===== src/rtl/leaf_hub_pkg.sv =====
// Shared definitions for the leaf hub: physical word layout helpers,
// the channel index type and the stage-controller channel number.
package leaf_hub_pkg;

  // Stage controller always occupies channel 0.
  localparam int SC_CHANNEL = 0;

  // Generic channel index, wide enough for any practical channel count.
  typedef logic [7:0] chan_idx_t;

  // Physical word is {fpga_id, chan_id, payload}, MSB first.
  function automatic int phys_width(input int fpgaid_w, input int idw, input int hw);
    return fpgaid_w + idw + hw;
  endfunction

  // LSB position of the channel ID field.
  function automatic int chan_lsb(input int hw);
    return hw;
  endfunction

  // LSB position of the FPGA ID field.
  function automatic int fid_lsb(input int idw, input int hw);
    return idw + hw;
  endfunction

endpackage


===== src/rtl/leaf_rr_arbiter.sv =====
// CH-input round-robin arbiter with optional stage-controller priority.
// The pointer moves past the winner only when the grant is taken.
module leaf_rr_arbiter
  import leaf_hub_pkg::*;
#(
  parameter int CH          = 7,
  parameter int IDX_W       = 3,
  parameter int SC_PRIORITY = 0
) (
  input  logic             clk,
  input  logic             reset,
  input  logic [CH-1:0]    req,
  input  logic             advance,
  output logic [CH-1:0]    grant,
  output logic [IDX_W-1:0] grant_idx,
  output logic             grant_valid
);

  logic [IDX_W-1:0] rr_ptr;

  // Pick the first requester at or after rr_ptr, wrapping; channel 0 may override.
  always_comb begin
    int c;
    c           = 0;
    grant       = '0;
    grant_idx   = '0;
    grant_valid = 1'b0;
    if (SC_PRIORITY != 0 && req[SC_CHANNEL]) begin
      grant[SC_CHANNEL] = 1'b1;
      grant_idx         = IDX_W'(SC_CHANNEL);
      grant_valid       = 1'b1;
    end else begin
      for (int k = 0; k < CH; k++) begin
        c = int'(rr_ptr) + k;
        if (c >= CH) c = c - CH;
        if (!grant_valid && req[c]) begin
          grant[c]    = 1'b1;
          grant_idx   = IDX_W'(c);
          grant_valid = 1'b1;
        end
      end
    end
  end

  // Advance the pointer to the channel after the one just served.
  always_ff @(posedge clk) begin
    if (reset) begin
      rr_ptr <= '0;
    end else if (advance && grant_valid) begin
      rr_ptr <= (grant_idx == IDX_W'(CH - 1)) ? '0 : grant_idx + IDX_W'(1);
    end
  end

endmodule


===== src/rtl/leaf_hub_arbiter.sv =====
// Leaf-side hub: merges the stage-controller and grid FIFO channels onto
// one uplink, routes the downlink back by channel ID, drops mis-addressed
// words, and reports a stretched activity flag for convergence checking.
module leaf_hub_arbiter
  import leaf_hub_pkg::*;
#(
  parameter int FIFO_COUNT     = 6,
  parameter int HUB_FIFO_WIDTH = 16,
  parameter int FPGAID_WIDTH   = 4,
  parameter int FIFO_IDWIDTH   = 3,
  parameter int MY_ID          = 1,
  parameter int SC_PRIORITY    = 0,
  parameter int FLYING_DELAY   = 4,
  localparam int CH     = FIFO_COUNT + 1,
  localparam int PHYS_W = phys_width(FPGAID_WIDTH, FIFO_IDWIDTH, HUB_FIFO_WIDTH)
) (
  input  logic                         clk,
  input  logic                         reset,
  input  logic [CH*HUB_FIFO_WIDTH-1:0] loc_out_data,
  input  logic [CH-1:0]                loc_out_valid,
  output logic [CH-1:0]                loc_out_ready,
  output logic [CH*HUB_FIFO_WIDTH-1:0] loc_in_data,
  output logic [CH-1:0]                loc_in_valid,
  input  logic [CH-1:0]                loc_in_ready,
  output logic [PHYS_W-1:0]            link_out_data,
  output logic                         link_out_valid,
  input  logic                         link_out_ready,
  input  logic [PHYS_W-1:0]            link_in_data,
  input  logic                         link_in_valid,
  output logic                         link_in_ready,
  output logic                         has_flying_messages,
  output logic                         bad_dest,
  output logic [15:0]                  drop_count
);

  localparam int CNT_W   = $clog2(FLYING_DELAY + 1);
  localparam int CH_LSB  = chan_lsb(HUB_FIFO_WIDTH);
  localparam int FID_LSB = fid_lsb(FIFO_IDWIDTH, HUB_FIFO_WIDTH);

  logic                      load_en;
  logic                      xfer;
  logic [CH-1:0]             grant;
  logic [FIFO_IDWIDTH-1:0]   grant_idx;
  logic                      grant_valid;
  logic [HUB_FIFO_WIDTH-1:0] sel_payload;
  logic                      out_vld_p1;
  logic [PHYS_W-1:0]         out_data_p1;

  logic                      in_vld_p1;
  logic [PHYS_W-1:0]         in_data_p1;
  logic [FPGAID_WIDTH-1:0]   in_fid;
  logic [FIFO_IDWIDTH-1:0]   in_ch;
  logic                      bad_word;
  logic                      in_consume;
  logic                      capture;

  logic                      activity;
  logic [CNT_W-1:0]          fly_cnt;

  // Outbound stage 0 -> 1: arbitration into the uplink register
  assign load_en       = ~reset & (~out_vld_p1 | link_out_ready);
  assign loc_out_ready = grant & {CH{load_en}};
  assign xfer          = load_en & grant_valid;

  leaf_rr_arbiter #(
    .CH          (CH),
    .IDX_W       (FIFO_IDWIDTH),
    .SC_PRIORITY (SC_PRIORITY)
  ) u_arb (
    .clk         (clk),
    .reset       (reset),
    .req         (loc_out_valid),
    .advance     (load_en),
    .grant       (grant),
    .grant_idx   (grant_idx),
    .grant_valid (grant_valid)
  );

  // Route the granted channel's payload toward the uplink register.
  always_comb begin
    sel_payload = '0;
    for (int i = 0; i < CH; i++) begin
      if (grant[i]) sel_payload = loc_out_data[i*HUB_FIFO_WIDTH +: HUB_FIFO_WIDTH];
    end
  end

  // Uplink valid: refilled whenever the register is empty or being drained.
  always_ff @(posedge clk) begin
    if (reset) begin
      out_vld_p1 <= 1'b0;
    end else if (load_en) begin
      out_vld_p1 <= grant_valid;
    end
  end

  // Uplink word: tag the payload with our FPGA ID and the source channel.
  always_ff @(posedge clk) begin
    if (xfer) out_data_p1 <= {FPGAID_WIDTH'(MY_ID), grant_idx, sel_payload};
  end

  assign link_out_valid = out_vld_p1;
  assign link_out_data  = out_data_p1;

  // Inbound stage 0 -> 1: downlink capture, decode and local delivery
  assign in_fid   = in_data_p1[FID_LSB +: FPGAID_WIDTH];
  assign in_ch    = in_data_p1[CH_LSB +: FIFO_IDWIDTH];
  assign bad_word = (in_fid != FPGAID_WIDTH'(MY_ID)) | (int'(in_ch) >= CH);

  // One-hot delivery to the addressed channel; bad words are never presented.
  always_comb begin
    loc_in_valid = '0;
    for (int i = 0; i < CH; i++) begin
      loc_in_valid[i] = in_vld_p1 & ~bad_word & (in_ch == FIFO_IDWIDTH'(i));
    end
  end

  assign in_consume    = in_vld_p1 & (bad_word | (|(loc_in_valid & loc_in_ready)));
  assign link_in_ready = ~reset & (~in_vld_p1 | in_consume);
  assign capture       = link_in_valid & link_in_ready;
  assign loc_in_data   = {CH{in_data_p1[HUB_FIFO_WIDTH-1:0]}};

  // Downlink valid: a new capture takes precedence over the consume of the old word.
  always_ff @(posedge clk) begin
    if (reset) begin
      in_vld_p1 <= 1'b0;
    end else if (capture) begin
      in_vld_p1 <= 1'b1;
    end else if (in_consume) begin
      in_vld_p1 <= 1'b0;
    end
  end

  // Downlink word register.
  always_ff @(posedge clk) begin
    if (capture) in_data_p1 <= link_in_data;
  end

  // Sticky error flag and saturating drop counter for mis-addressed words.
  always_ff @(posedge clk) begin
    if (reset) begin
      bad_dest   <= 1'b0;
      drop_count <= '0;
    end else if (in_vld_p1 && bad_word) begin
      bad_dest <= 1'b1;
      if (drop_count != 16'hFFFF) drop_count <= drop_count + 16'd1;
    end
  end

  assign activity = (|loc_out_valid) | out_vld_p1 | in_vld_p1 | link_in_valid;

  // Hold the flying flag for FLYING_DELAY idle cycles after the last activity.
  always_ff @(posedge clk) begin
    if (reset) begin
      fly_cnt <= '0;
    end else if (activity) begin
      fly_cnt <= CNT_W'(FLYING_DELAY);
    end else if (fly_cnt != '0) begin
      fly_cnt <= fly_cnt - CNT_W'(1);
    end
  end

  assign has_flying_messages = activity | (fly_cnt != '0);

endmodule


===== config.mk =====
export PLATFORM = sky130hd
export DESIGN_NAME = leaf_hub_arbiter
export DESIGN_NICKNAME = d
export VERILOG_FILES = /design/src/rtl/leaf_hub_pkg.sv /design/src/rtl/leaf_rr_arbiter.sv /design/src/rtl/leaf_hub_arbiter.sv
export SDC_FILE = /design/constraint.sdc
export NUM_CORES = 1
export LEC_CHECK = 0
export BUFFER_PORTS_ARGS = -buffer_cell sky130_fd_sc_hd__buf_4
export CORE_MARGIN = 1.5
export CORE_UTILIZATION = 45
export CTS_BUF_LIST = sky130_fd_sc_hd__clkbuf_8
export DETAILED_ROUTE_END_ITERATION = 8
export HOLD_SLACK_MARGIN = 0.02
export MAX_ROUTING_LAYER = met4
export PLACE_DENSITY_LB_ADDON = 0.12
export SLEW_MARGIN = 20
export SYNTH_ARGS = -nofsm -noshare
export SYNTH_HDL_FRONTEND = slang
export SYNTH_SLANG_ARGS = --single-unit

===== constraint.sdc =====
create_clock -name clk -period 5 [get_ports clk]
set_input_delay 0.5 -clock clk [delete_from_list [all_inputs] [get_ports clk]]
set_output_delay 0.5 -clock clk [all_outputs]
set_load 0.01 [all_outputs]

---- Word level (Yosys, flattened, before mapping) ----
Index checks and enable logic that the tools add are counted.
cells by class
  mux-type cells .......................... 75
  shift operators ......................... 0
  equal/unequal tests ..................... 9
  $add $sub $neg .......................... 16
  reduce and logical (&&, ||, !) cells .... 29
  bitwise logic cells ..................... 33
  $lt $le $gt $ge ......................... 22
  $mul .................................... 0
  divide/modulo/power cells ............... 0
operators with widths
  cell                                                                                  number
  32-bit by 1-bit greater-or-equal comparator with 1-bit output, second input constant  7
  32-bit by 5-bit less-than comparator with 1-bit output, second input constant         7
  32-bit two-way mux                                                                    7
  32-bit by 4-bit greater-or-equal comparator with 1-bit output, second input constant  6
  32-bit by 4-bit subtractor with 32-bit output, second input constant                  6
  16-bit two-way mux                                                                    7
  7-bit two-way mux                                                                     7
  7-bit OR                                                                              6
  1-bit two-way mux                                                                     30
  3-bit two-way mux                                                                     10
  1-bit binary-select mux with 3-bit select                                             7
  1-bit demux with 3-bit select                                                         7
  16-bit by 1-bit adder with 16-bit output, second input constant                       1
  16-bit inequality test, second input constant                                         1
  1-bit logical AND                                                                     15
  7-bit bitwise AND                                                                     2
  7-bit OR reduction                                                                    2
  1-bit bitwise AND                                                                     13
  3-bit by 3-bit adder with 4-bit output, second input constant                         3
  3-bit equality test, second input constant                                            4
  3-bit by 2-bit adder with 4-bit output, second input constant                         2
  1-bit OR                                                                              8
  3-bit by 2-bit equality test with 1-bit output, second input constant                 2
  3-bit greater-or-equal comparator, second input constant                              2
  13 further kinds                                                                      22
word-level totals
  flip-flop bits (word level) ............. 67
  RAM bits ................................ 0
  input bits .............................. 153
  memories ................................ 0
  ROM bits ................................ 0
  logic and storage cells ................. 193
  output and inout port bits .............. 169
  bits in latches ......................... 0

---- Longest topological paths before layout ----
  depth in word-level cells ............... 31
  depth in mapped cells ................... 22

---- Hierarchy ----
From an unflattened synthesis, not the netlist that was laid out.
second synthesis, totals
  cell total of the unflattened synthesis .. 913
  area total of the unflattened synthesis .. 7285.7 sq um
by module, submodules not included
  module            cells an instance  area an instance (sq um)  instances  sequential area each (sq um)
  leaf_hub_arbiter  493                4489.3                    1          1701.6
  leaf_rr_arbiter   420                2796.4                    1          60.1

---- Least setup slack after synthesis ----
Ideal clock, no wire load.
  path kind ............................... register to output
  start point ............................. reg u_arb.rr_ptr[0]
  end point ............................... out loc_out_ready[1]
  data arrival time ....................... 4501 ps
  setup slack ............................. -1 ps
  cell stages (with the launch flop) ...... 21
  data required time ...................... 4500 ps
  cells stage by stage .................... dfxtp_1 -> buf_2 -> buf_2 -> clkbuf_1 -> buf_1 -> buf_2 -> clkbuf_1 -> nand2_1 -> ha_1 -> clkbuf_1 -> clkbuf_1 -> o311ai_0 -> a31oi_1 -> o21ai_0 -> o21ai_2 -> buf_6 -> nor3_4 -> and3_1 -> nand4b_2 -> buf_4 -> nor2b_1
between the ends
  longest elaborated chain between the ends .. 25
  elaborated cells on any way between the ends .. 115
RTL lines
  what                                                                                                    RTL line                text
  start: declaration                                                                                      leaf_rr_arbiter.sv:19   logic [IDX_W-1:0] rr_ptr;
  start signal: assignment                                                                                leaf_rr_arbiter.sv:50   rr_ptr <= (grant_idx == IDX_W'(CH - 1)) ? '0 : grant_idx + IDX_W'(1);
  parallel branches: the longest is 23 deep, another holds 32-bit by 4-bit subtractor with 32-bit output  n/a
  7-bit two-way mux (*)                                                                                   leaf_rr_arbiter.sv:36   if (!grant_valid && req[c]) begin
  7-bit bitwise AND (*)                                                                                   leaf_hub_arbiter.sv:62  assign loc_out_ready = grant & {CH{load_en}};
  end: declaration                                                                                        leaf_hub_arbiter.sv:21  output logic [CH-1:0] loc_out_ready,
Every way passes the cells marked *. The select of a mux whose other input is x is not followed.

---- Final worst setup path ----
  start point ............................. reg u_arb.rr_ptr[1]
  end point ............................... out loc_out_ready[3]
The elaborated chain is that of the path after synthesis.

==> results.ini <==
[status]
status = complete, no violations

[final_layout]
n_fill_cell = 1436
postLayoutCoreUtil_pct = 59.4
syn_to_final_growth_pct = 27.9
final_cells = 1241
final_net_count = 1203
num_antenna_cells = 0
drive_gt1_share_pct = 39.7

[clocking]
cts_buffer_depth = 2
clk-insertion-delay-late_ns = 0.37
cts.sink_count = 67
cts_root_buf = clkbuf_8
hold_buffers = 0
htree_num_levels = 3
tritoncts_clock_tree = yes
cts_buffer_count = 9
path_clk_slew_ns = 0.09

[synthesis]
synth_common_cells = buf_4 (120), nor2_1 (67), nand2_1 (46)
postSynthAreaPerCell_um2 = 8.55
synth_enable_flop_cells = 42
yosysWarnings = 0
postSynth.topFlopCell = edfxtp_1
synthDistinctLibCells = 89
synth_cells = 832
post_synth_top_area_cell = edfxtp_1
yosys.area.top_type_share_pct = 17.7
synth.ff_latch_count = 67
syn-cell-area_um2 = 7110
ys_seq_area_share_pct = 24.8
biggest_area_contributors_in_the_synthesized_netlist = edfxtp_1 (18%), buf_4 (13%), dfxtp_1 (7.0%), mux2i_1 (5.2%), ha_1 (4.2%)
async_flop_share_pct = 0
yosysMostFrequentCell = buf_4

[die]
floorplan.io_pins = 322
core.rowCount = 45
die_w_um = 129
die_h_um = 129
start_util_pct = 46.4
fp.coreArea_um2 = 15300
die_area_um2 = 16600

[timing]
max_clock_freq_mhz = 208
totalNegativeSetupSlack_ns = 0
finalClockSkew_ns = 0.0186
worst_case_headroom_to_the_max_slew_limit_pct = 30.5
finalHoldViolCount = 0
finish_stage_setup_viols = 0
period_minus_slack_ns = 4.82
maxSlewViolCount = 0
final_min_period_over_clock_period_pct = 96.4
grt_setup_unrepaired = no
timing.hold.ws_ns = 0.298
worst-slew-pin-transition_ns = 1.04

[detailed_routing]
viasPerCell = 5.83
route.detailed.drc = 0
total_via_count_after_detailed_routing = 7234
drtIter0Drc = 567
wirelength_um = 25100
ant_nets = 0
drt_first_pass_iters = 6
avgRoutedWirePerCell_um = 20.3

[min_path]
timing.hold.worst_endpoint = in_data_p1[11]$_DFFE_PP_
hold_class = in2reg
worst_min_path_start = link_in_data[11]
min_delay_path_depth = 1

[critical_path]
critical_path.startpoint_type = register
reg2reg_slack_ns = 0.44
worst_path_max_delay_cell = a2111o_1
criticalPathCategory = reg2out
regToRegEndpoint = link_out_data[5]$_DFFE_PP_
critical_path_peak_fanout = 22
cell_by_cell_trace_of_the_critical_path = buf_12 > ha_1 > inv_1 > ha_2 > mux2_4 > mux4_2 > mux2_2 > a2111o_1 > a2111oi_4 > buf_4 > buf_4 > o2bb2ai_1 > a211oi_2 > buf_4 > nor2_1 > buf_4
cp_data_arrival_time_ns = 4.32
cell_mode_on_critical_path = buf_4
launch_instance_of_the_worst_register_to_register_path = u_arb.rr_ptr[1]$_SDFFE_PP0P_
critical-path-max-stage-delay_ns = 0.50
worst-endpoint-required_ns = 4.50
timing.reg2reg.worst_path_depth = 14
timing.critical_path.to_type = output pin

[pwr]
power_density_nw_per_um2 = 682
final_power_uw = 6210
power.leakage_uw = 0.00396
worst_vdd_rail_ir_drop_mv = 0.433

[place]
placed_cells_incl_taps = 1223
place.port_buffers = 317
dp.final_hpwl_um = 19700
gpl.final_weighted_congestion = 1.02

[global_route]
grt_antenna_before_repair = 0
grt_first_pass_wirelength_um = 37300
overflow = 0
grt_pass1_vias = 6763
grt_start_max_net_pins = 40
gr-usage-all-layers_pct = 30.2

[run]
maxCapViolations = 0

per-layer routing:
metal / up-vias / GRT usage, % / share of wire (%)
li1: 3361 / - / -
met1: 3376 / 36.9 / 40
met4: 0 / 11.8 / 3.0
met2: 442 / 49.0 / 48
met5: - / - / 0
met3: 55 / 6.20 / 9.3
stage by stage:
stage	worst slack, ns	cell area [um2]
2_1_floorplan	0.0682	7120
3_3_place_gp	0.446	8880
3_5_place_dp	0.376	8880
4_1_cts	0.0827	9070
5_1_grt	0.0193	9100
6_report	0.181	9100
logic make-up after synthesis:
logic type	Yosys count	synth area share, %
adder cells (fa/ha/maj)	25	4.50
AND/OR/NAND/NOR	263	19.9
AO/OA/AOI/OAI	213	23.3
other	2	0.106
buffers and inverters	193	17.2
XOR/XNOR	22	2.90
multiplexers	47	7.32
flip-flops	67	24.8
final cells by class:
cell class              instances  area [um2]  area share (%)
clock inverters                 7        45.0           0.495
repair buffers                352        2670            29.3
clock buffers                   9         124            1.36
well taps                     211         264            2.90
flip-flops and latches         67        1760            19.4
multi-input cells             574        4150            45.6
inverters                      21        82.6           0.908
how the worst max path moves through the flow:
stage	startpoint	end	slack, ns	cells past startpoint
final	u_arb.rr_ptr[1]$_SDFFE_PP0P_	loc_out_ready[3]	0.18	16
after global routing	u_arb.rr_ptr[1]$_SDFFE_PP0P_	loc_out_ready[6]	0.02	14
after CTS	u_arb.rr_ptr[1]$_SDFFE_PP0P_	loc_out_ready[6]	0.08	15
after detailed placement	u_arb.rr_ptr[1]$_SDFFE_PP0P_	link_out_data[5]$_DFFE_PP_	0.38	13
after global placement	u_arb.rr_ptr[1]$_SDFFE_PP0P_	loc_out_ready[6]	0.45	14
after floorplan	u_arb.rr_ptr[0]$_SDFFE_PP0P_	loc_out_ready[5]	0.07	18
cell usage in the layout (no fill, tap or decap), types with 4 or more instances in the layout:
master,netlist,final
a21boi_0,4,4
a21oi_1,31,31
a222oi_1,16,16
a22o_1,20,20
a22oi_1,5,5
a31oi_1,24,24
and2_1,9,9
and3_1,12,12
and4_1,4,4
buf_4,120,348
clkbuf_8,0,9
conb_1,2,4
dfxtp_1,25,23
edfxtp_1,42,42
ha_1,24,23
inv_1,17,17
inv_2,4,4
mux2_2,6,6
mux2i_1,37,37
nand2_1,46,46
nand2b_1,28,28
nand3_1,19,19
nand3b_1,7,7
nand4_1,9,9
nor2_1,67,66
nor2b_1,11,11
nor3_1,16,16
nor3b_1,6,6
nor4_1,6,6
o211ai_1,4,4
o21ai_0,22,21
o21ai_1,3,4
o22a_1,16,16
o311ai_0,4,4
o31ai_1,9,9
or3_1,5,5
xnor2_1,10,9
xor2_1,11,11
registers in the layout, summed over array words and instances (netlist names):
name	cells
bad_dest	1
link_out_valid	1
in_vld_p1	1
u_arb.rr_ptr	3
in_data_p1	23
fly_cnt	3
drop_count	16
link_out_data	19
repair_timing:
action,CTS,global route
setup endpoints to repair,2,21
gates resized for setup,0,10
pin swaps,1,0
buffers inserted,2,0
critical path: cells and delay by family (launching register included):
| kind | cells | cell delay [ns] |
|---|---|---|
| compound gates | 4 | 0.97 |
| fa+ha+maj | 2 | 0.51 |
| buf+inv | 6 | 0.95 |
| flops | 1 | 0.39 |
| mux | 3 | 1.02 |
| simple gates | 1 | 0.11 |
report_power, final:
part	total [uW]	leakage, uW	switching, uW	internal, uW
Combinational	4890	0.00327	2880	2020
Sequential	906	0.000606	67.5	838
Clock	410	0.0000911	231	179
Note: power is estimated with default switching activity, not from simulation.
